[src/rtl/param_updown_counter_if.sv]
// Bus bundle for param_updown_counter: control/data inputs and count/status outputs.
interface param_updown_counter_if #(
  parameter int WIDTH = 4
);
  logic             i_en;
  logic             i_up_dn;
  logic             i_load;
  logic [WIDTH-1:0] i_load_val;
  logic             i_clear;
  logic [WIDTH-1:0] o_q;
  logic             o_tc;
  logic             o_wrap;
  logic             o_ovf;

  // Driver side (stimulus / controlling logic)
  modport master (
    output i_en, i_up_dn, i_load, i_load_val, i_clear,
    input  o_q, o_tc, o_wrap, o_ovf
  );

  // Counter side
  modport slave (
    input  i_en, i_up_dn, i_load, i_load_val, i_clear,
    output o_q, o_tc, o_wrap, o_ovf
  );
endinterface

[src/rtl/param_updown_counter.sv]
// Parametrised up/down modulo-MODULUS counter with load, clear, wrap/saturate
// selection, terminal-count, wrap-pulse and sticky-overflow status.
// Priority per edge: clear > load > en.
module param_updown_counter #(
  parameter int              WIDTH    = 4,
  parameter longint unsigned MODULUS  = 16,
  parameter bit              SATURATE = 1'b0
) (
  input  logic                  clk,
  input  logic                  rst,
  param_updown_counter_if.slave bus
);

  // Internal arithmetic is one bit wider so MODULUS == 2**WIDTH is representable.
  localparam logic [WIDTH:0] C_MOD = (WIDTH+1)'(MODULUS);
  localparam logic [WIDTH:0] C_MAX = (WIDTH+1)'(MODULUS - 1);
  localparam logic [WIDTH:0] C_ONE = (WIDTH+1)'(1);

  logic [WIDTH-1:0] r_q;
  logic             r_wrap;
  logic             r_ovf;

  logic [WIDTH:0]   w_q_ext;
  logic [WIDTH:0]   w_inc;
  logic [WIDTH:0]   w_dec;
  logic [WIDTH:0]   w_load_ext;
  logic             w_at_top;
  logic             w_at_bot;
  logic             w_at_bound;
  logic             w_boundary;
  logic [WIDTH-1:0] w_q_step;
  logic [WIDTH-1:0] w_load_clamped;
  logic             w_unused_msb;

  assign w_q_ext    = {1'b0, r_q};
  assign w_inc      = w_q_ext + C_ONE;
  assign w_dec      = w_q_ext - C_ONE;
  assign w_load_ext = {1'b0, bus.i_load_val};

  // Carry/borrow bits never matter: the boundary compares below stop both before they occur.
  assign w_unused_msb = w_inc[WIDTH] ^ w_dec[WIDTH];

  assign w_at_top   = (w_q_ext == C_MAX);
  assign w_at_bot   = (w_q_ext == '0);
  assign w_at_bound = bus.i_up_dn ? w_at_top : w_at_bot;

  // A boundary event only counts when the enable step actually wins priority.
  assign w_boundary = bus.i_en & ~bus.i_clear & ~bus.i_load & w_at_bound;

  // Out-of-range load values clamp to the top of the count range.
  assign w_load_clamped = (w_load_ext < C_MOD) ? bus.i_load_val : C_MAX[WIDTH-1:0];

  // Next value for an enabled step, including wrap or hold at the boundary.
  always_comb begin
    w_q_step = r_q;
    if (bus.i_up_dn) begin
      if (w_at_top) begin
        w_q_step = SATURATE ? r_q : '0;
      end else begin
        w_q_step = w_inc[WIDTH-1:0];
      end
    end else begin
      if (w_at_bot) begin
        w_q_step = SATURATE ? r_q : C_MAX[WIDTH-1:0];
      end else begin
        w_q_step = w_dec[WIDTH-1:0];
      end
    end
  end

  // Count register and status flags with clear > load > en priority.
  always_ff @(posedge clk or posedge rst) begin
    if (rst) begin
      r_q    <= '0;
      r_wrap <= 1'b0;
      r_ovf  <= 1'b0;
    end else if (bus.i_clear) begin
      r_q    <= '0;
      r_wrap <= 1'b0;
      r_ovf  <= 1'b0;
    end else if (bus.i_load) begin
      r_q    <= w_load_clamped;
      r_wrap <= 1'b0;
    end else if (bus.i_en) begin
      r_q    <= w_q_step;
      r_wrap <= w_boundary & ~SATURATE;
      if (w_boundary) begin
        r_ovf <= 1'b1;
      end
    end else begin
      r_wrap <= 1'b0;
    end
  end

  assign bus.o_q    = r_q;
  assign bus.o_wrap = r_wrap;
  assign bus.o_ovf  = r_ovf;
  assign bus.o_tc   = bus.i_en & w_at_bound;

endmodule

[src/flat_wrapper.sv]
// flat-port wrapper written by rule: the top's interface ports become plain ports
module param_updown_counter_flat 
#(
  parameter int              WIDTH    = 4,
  parameter longint unsigned MODULUS  = 16,
  parameter bit              SATURATE = 1'b0
)
  (clk, rst, bus_i_en, bus_i_up_dn, bus_i_load, bus_i_load_val, bus_i_clear, bus_o_q, bus_o_tc, bus_o_wrap, bus_o_ovf);
  param_updown_counter_if #(.WIDTH(WIDTH)) bus_i ();
  input  logic clk;
  input  logic rst;
  input wire logic [$bits(bus_i.i_en)-1:0] bus_i_en;
  input wire logic [$bits(bus_i.i_up_dn)-1:0] bus_i_up_dn;
  input wire logic [$bits(bus_i.i_load)-1:0] bus_i_load;
  input wire logic [$bits(bus_i.i_load_val)-1:0] bus_i_load_val;
  input wire logic [$bits(bus_i.i_clear)-1:0] bus_i_clear;
  output wire logic [$bits(bus_i.o_q)-1:0] bus_o_q;
  output wire logic [$bits(bus_i.o_tc)-1:0] bus_o_tc;
  output wire logic [$bits(bus_i.o_wrap)-1:0] bus_o_wrap;
  output wire logic [$bits(bus_i.o_ovf)-1:0] bus_o_ovf;
  assign bus_i.i_en = bus_i_en;
  assign bus_i.i_up_dn = bus_i_up_dn;
  assign bus_i.i_load = bus_i_load;
  assign bus_i.i_load_val = bus_i_load_val;
  assign bus_i.i_clear = bus_i_clear;
  assign bus_o_q = bus_i.o_q;
  assign bus_o_tc = bus_i.o_tc;
  assign bus_o_wrap = bus_i.o_wrap;
  assign bus_o_ovf = bus_i.o_ovf;
  param_updown_counter #(.WIDTH(WIDTH), .MODULUS(MODULUS), .SATURATE(SATURATE)) u_core (.clk(clk), .rst(rst), .bus(bus_i));
endmodule
[config.mk]
export PLATFORM = sky130hd
export DESIGN_NAME = param_updown_counter_flat
export DESIGN_NICKNAME = d
export VERILOG_FILES = /design/src/rtl/param_updown_counter_if.sv /design/src/rtl/param_updown_counter.sv /design/src/flat_wrapper.sv
export SDC_FILE = /design/constraint.sdc
export NUM_CORES = 1
export LEC_CHECK = 0
export ABC_AREA = 1
export ABC_CLOCK_PERIOD_IN_PS = 3000
export CAP_MARGIN = 40
export CORE_AREA = 2 2 39 41
export CTS_CLUSTER_DIAMETER = 80
export DETAILED_ROUTE_END_ITERATION = 10
export DIE_AREA = 0 0 41 43
export GPL_ROUTABILITY_DRIVEN = 0
export MAX_ROUTING_LAYER = met4
export SLEW_MARGIN = 20
export SYNTH_ARGS = -nofsm -noshare
export SYNTH_HDL_FRONTEND = slang
export SYNTH_SLANG_ARGS = --single-unit
[constraint.sdc]
create_clock -name clk -period 3 [get_ports clk]
set_clock_uncertainty 0.1 [all_clocks]
set_input_delay 0.6 -clock clk [delete_from_list [all_inputs] [get_ports clk]]
set_output_delay 0.6 -clock clk [all_outputs]
set_load 0.01 [all_outputs]
==> summary.txt <==
Run status
  – Status: finished, final reports clean

Finish
  – Multi-input logic area: around 260 um2
  – Core Util, Final: between 40% and 50%
  – Reg area: approximately 150 um2
  – Share of cells above drive strength 1: a little under an eighth
  – Net count, final: 101
  – Layout area overhead: 46.9%
  – Final cell count without fillers: between 100 and 150
  – Layout Cell Area excl Fill: 658 um2
  – Fill cell count: about 150
  – # diodes: 0

Die
  – Core area: 1380 um2
  – Die width: about 40 um
  – # IOs: 17
  – Die extent in y: approximately 43 um
  – Die area: 1760 um2
  – Initial Util: 32.4%
  – FP Rows: 14

Routing
  – 1st-iter DRT viols: 11
  – Remaining DRCs: 0
  – Drt wl/cell: roughly 9.4 um
  – DR pass1 iterations: 3
  – Vias/cell: about 4.7
  – Final wirelength: ~970 um
  – Vias: roughly 480
  – Antenna Nets Post-Route: 0

Critical path
  – Data arrival, critical path: between 2000 and 2500 ps
  – Worst stage delay on the critical path: around 530 ps
  – Setup crit end kind: primary output
  – Buf/Inv on CP: 2
  – Setup crit start kind: primary input
  – Worst-path cell chain: clkdlybuf4s50_1 -> nand4_1 -> and2_4 -> nor2_1 -> clkdlybuf4s50_1
  – CP Class: primary input to primary output
  – Critical Path RT: roughly 2300 ps
  – Largest fanout on the critical path: 3
  – Slowest-stage cell, CP: clkdlybuf4s50_1
  – Delay-heaviest family, CP: buffers and inverters
  – Cell mode on critical path: clkdlybuf4s50_1

Clock network
  – Post-cts gate resize count: 0
  – # Post-CTS Setup Buffers: 0
  – Clock latency at the later pin of the worst-skew pair: 230 ps
  – CTS Hold Bufs: 0
  – Worst-path clk slew: roughly 40 ps
  – Clock Sinks: 6
  – CTS tree: yes
  – H-tree depth: 1
  – Root buf cell: clkbuf_4
  – CTS buffer count: 3
  – Clk buf depth: 2

Hold path
  – Hold WC Path Type: flop to flop

Logic synthesis
  – Post-synthesis cell area: roughly 450 um2
  – Mapped Cells: between 60 and 70
  – Synth area leader: dfrtp_1
  – Synth cell types: 17
  – Ys async rst share: 100%
  – Post-synth top flop: dfrtp_1
  – Yosys reg bits: 6
  – Count leader, synth: nand2_1
  – Synth top area cells: dfrtp_1 34%, nand2_1 13%, nand3_1 8.9%, inv_1 8.4%, nor2_1 8.4%
  – Area share of the largest cell type after synthesis: approximately a third
  – Syn_area_per_cell: 6.69 um2
  – Sequential-to-total area share from yosys stat: 33.5%
  – Yosys warns: 0
  – Ranking of synthesized cells by instance count: 16 x nand2_1, 10 x inv_1, 10 x nor2_1, 8 x nand3_1, 6 x dfrtp_1
  – Net Count, Synth: just under 80
  – EDFF count, synth: 0

Timing
  – Fin. max-slew vios: 0
  – Setup TNS: 0 ps
  – Final period utilization: between 90% and 100%
  – Slew @ Worst Pin: 264 ps
  – Slew HR: between 80 and 90%
  – Final Setup Violations: 0
  – RSZ-0062 raised after global routing: no
  – Fin crit period: between 2000 and 3000 ps
  – Fmax: about 360 MHz
  – Fin Hold WS: about 380 ps
  – Hold Vio Cnt, Final: 0

Placed design
  – DP Area: about 640 um2
  – DPL Wire Length: ~800 um
  – Port bufs: 16
  – Placed Cells: 100

Power and ir drop
  – Power Density: 378 nW/um2
  – Leak: approximately 0.31 nW
  – VDD IR max: 0.125 mV

Global routing
  – Pin count of the biggest net entering global routing: 9
  – Number of global-route vias before repair: roughly 430
  – Antenna violations before repair: 0
  – Global-route wire length before repair: around 1700 um
  – Grt ovf: 0
  – GRT Util Overall: 14.3%

Job
  – Max-cap violations: 0
-- layout make-up --
cell class | instances | area share [%]
inverter | 11 | 6.27
clock buffer | 3 | 3.42
timing repair buffer | 17 | 25.5
tap | 16 | 3.04
multi-input combinational | 50 | 39.0
sequential | 6 | 22.8
-- state kept, by name, summed over array words and instances, names as in the netlist --
register / cells
u_core.bus.o_ovf: 1
u_core.bus.o_wrap: 1
u_core.bus.o_q: 4
-- path summary, 6_finish.rpt --
check,from,end,slack (ps),depth (start not counted)
max in group asynchronous,rst,u_core.bus.o_q[1],2150,2
hold reg to reg,u_core.bus.o_ovf,u_core.bus.o_ovf,380,2
hold / removal,u_core.bus.o_ovf,u_core.bus.o_ovf,380,2
setup / recovery,bus_i_up_dn,bus_o_tc,250,5
setup reg to reg,u_core.bus.o_q[0],u_core.bus.o_q[1],1510,6
min in group asynchronous,rst,u_core.bus.o_q[0],470,2
-- worst reg2reg max path, cell delays in order (launching register included) --
cell      delay, ps
dfrtp_1         410
inv_1           130
ha_1            320
a21oi_1         120
o21ai_0          90
o211ai_1         90
o21ai_0         110
-- layer usage --
layer  routed length, um  GRT usage [%]  up-vias
met5                   0              -        -
met4                   0           8.67        0
met3                  43           3.14        0
met2                 479           18.8       14
met1                 446           19.3      212
li1                    -              -      258
-- power breakdown --
part	leakage, nW	switching (mW)	internal [mW]
Clock	0.0138	0.0241	0.0449
Sequential	0.0789	0.0107	0.0875
Combinational	0.221	0.0395	0.0419
-- cell usage in the layout, fill, tap and decap left out --
| cell | n |
|---|---|
| a21oi_1 | 1 |
| a21oi_2 | 1 |
| and2_4 | 1 |
| buf_4 | 1 |
| clkbuf_4 | 3 |
| clkdlybuf4s50_1 | 16 |
| dfrtp_1 | 6 |
| ha_1 | 2 |
| inv_1 | 10 |
| inv_2 | 1 |
| nand2_1 | 16 |
| nand3_1 | 8 |
| nand4_1 | 2 |
| nor2_1 | 10 |
| nor2_2 | 1 |
| nor3_2 | 1 |
| o211ai_1 | 1 |
| o21ai_0 | 4 |
| o21ai_2 | 1 |
| o22ai_1 | 1 |
-- stage by stage --
| stage | setup WS, ps | total power, mW |
|---|---|---|
| floorplan | 1130 | 0.143 |
| global placement | 252 | 0.182 |
| detailed placement | 239 | 0.181 |
| CTS | 239 | 0.251 |
| global route | 169 | 0.273 |
| finish | 250 | 0.249 |
-- kinds of logic after synthesis --
group | share of synthesized area, %
AOI/OAI and AO/OA | 12.6
buffers and inverters | 9.22
and+or+nand+nor | 39.1
DFF | 33.5
adders and majority gates | 5.59
Power figures use the tool's default switching activity.
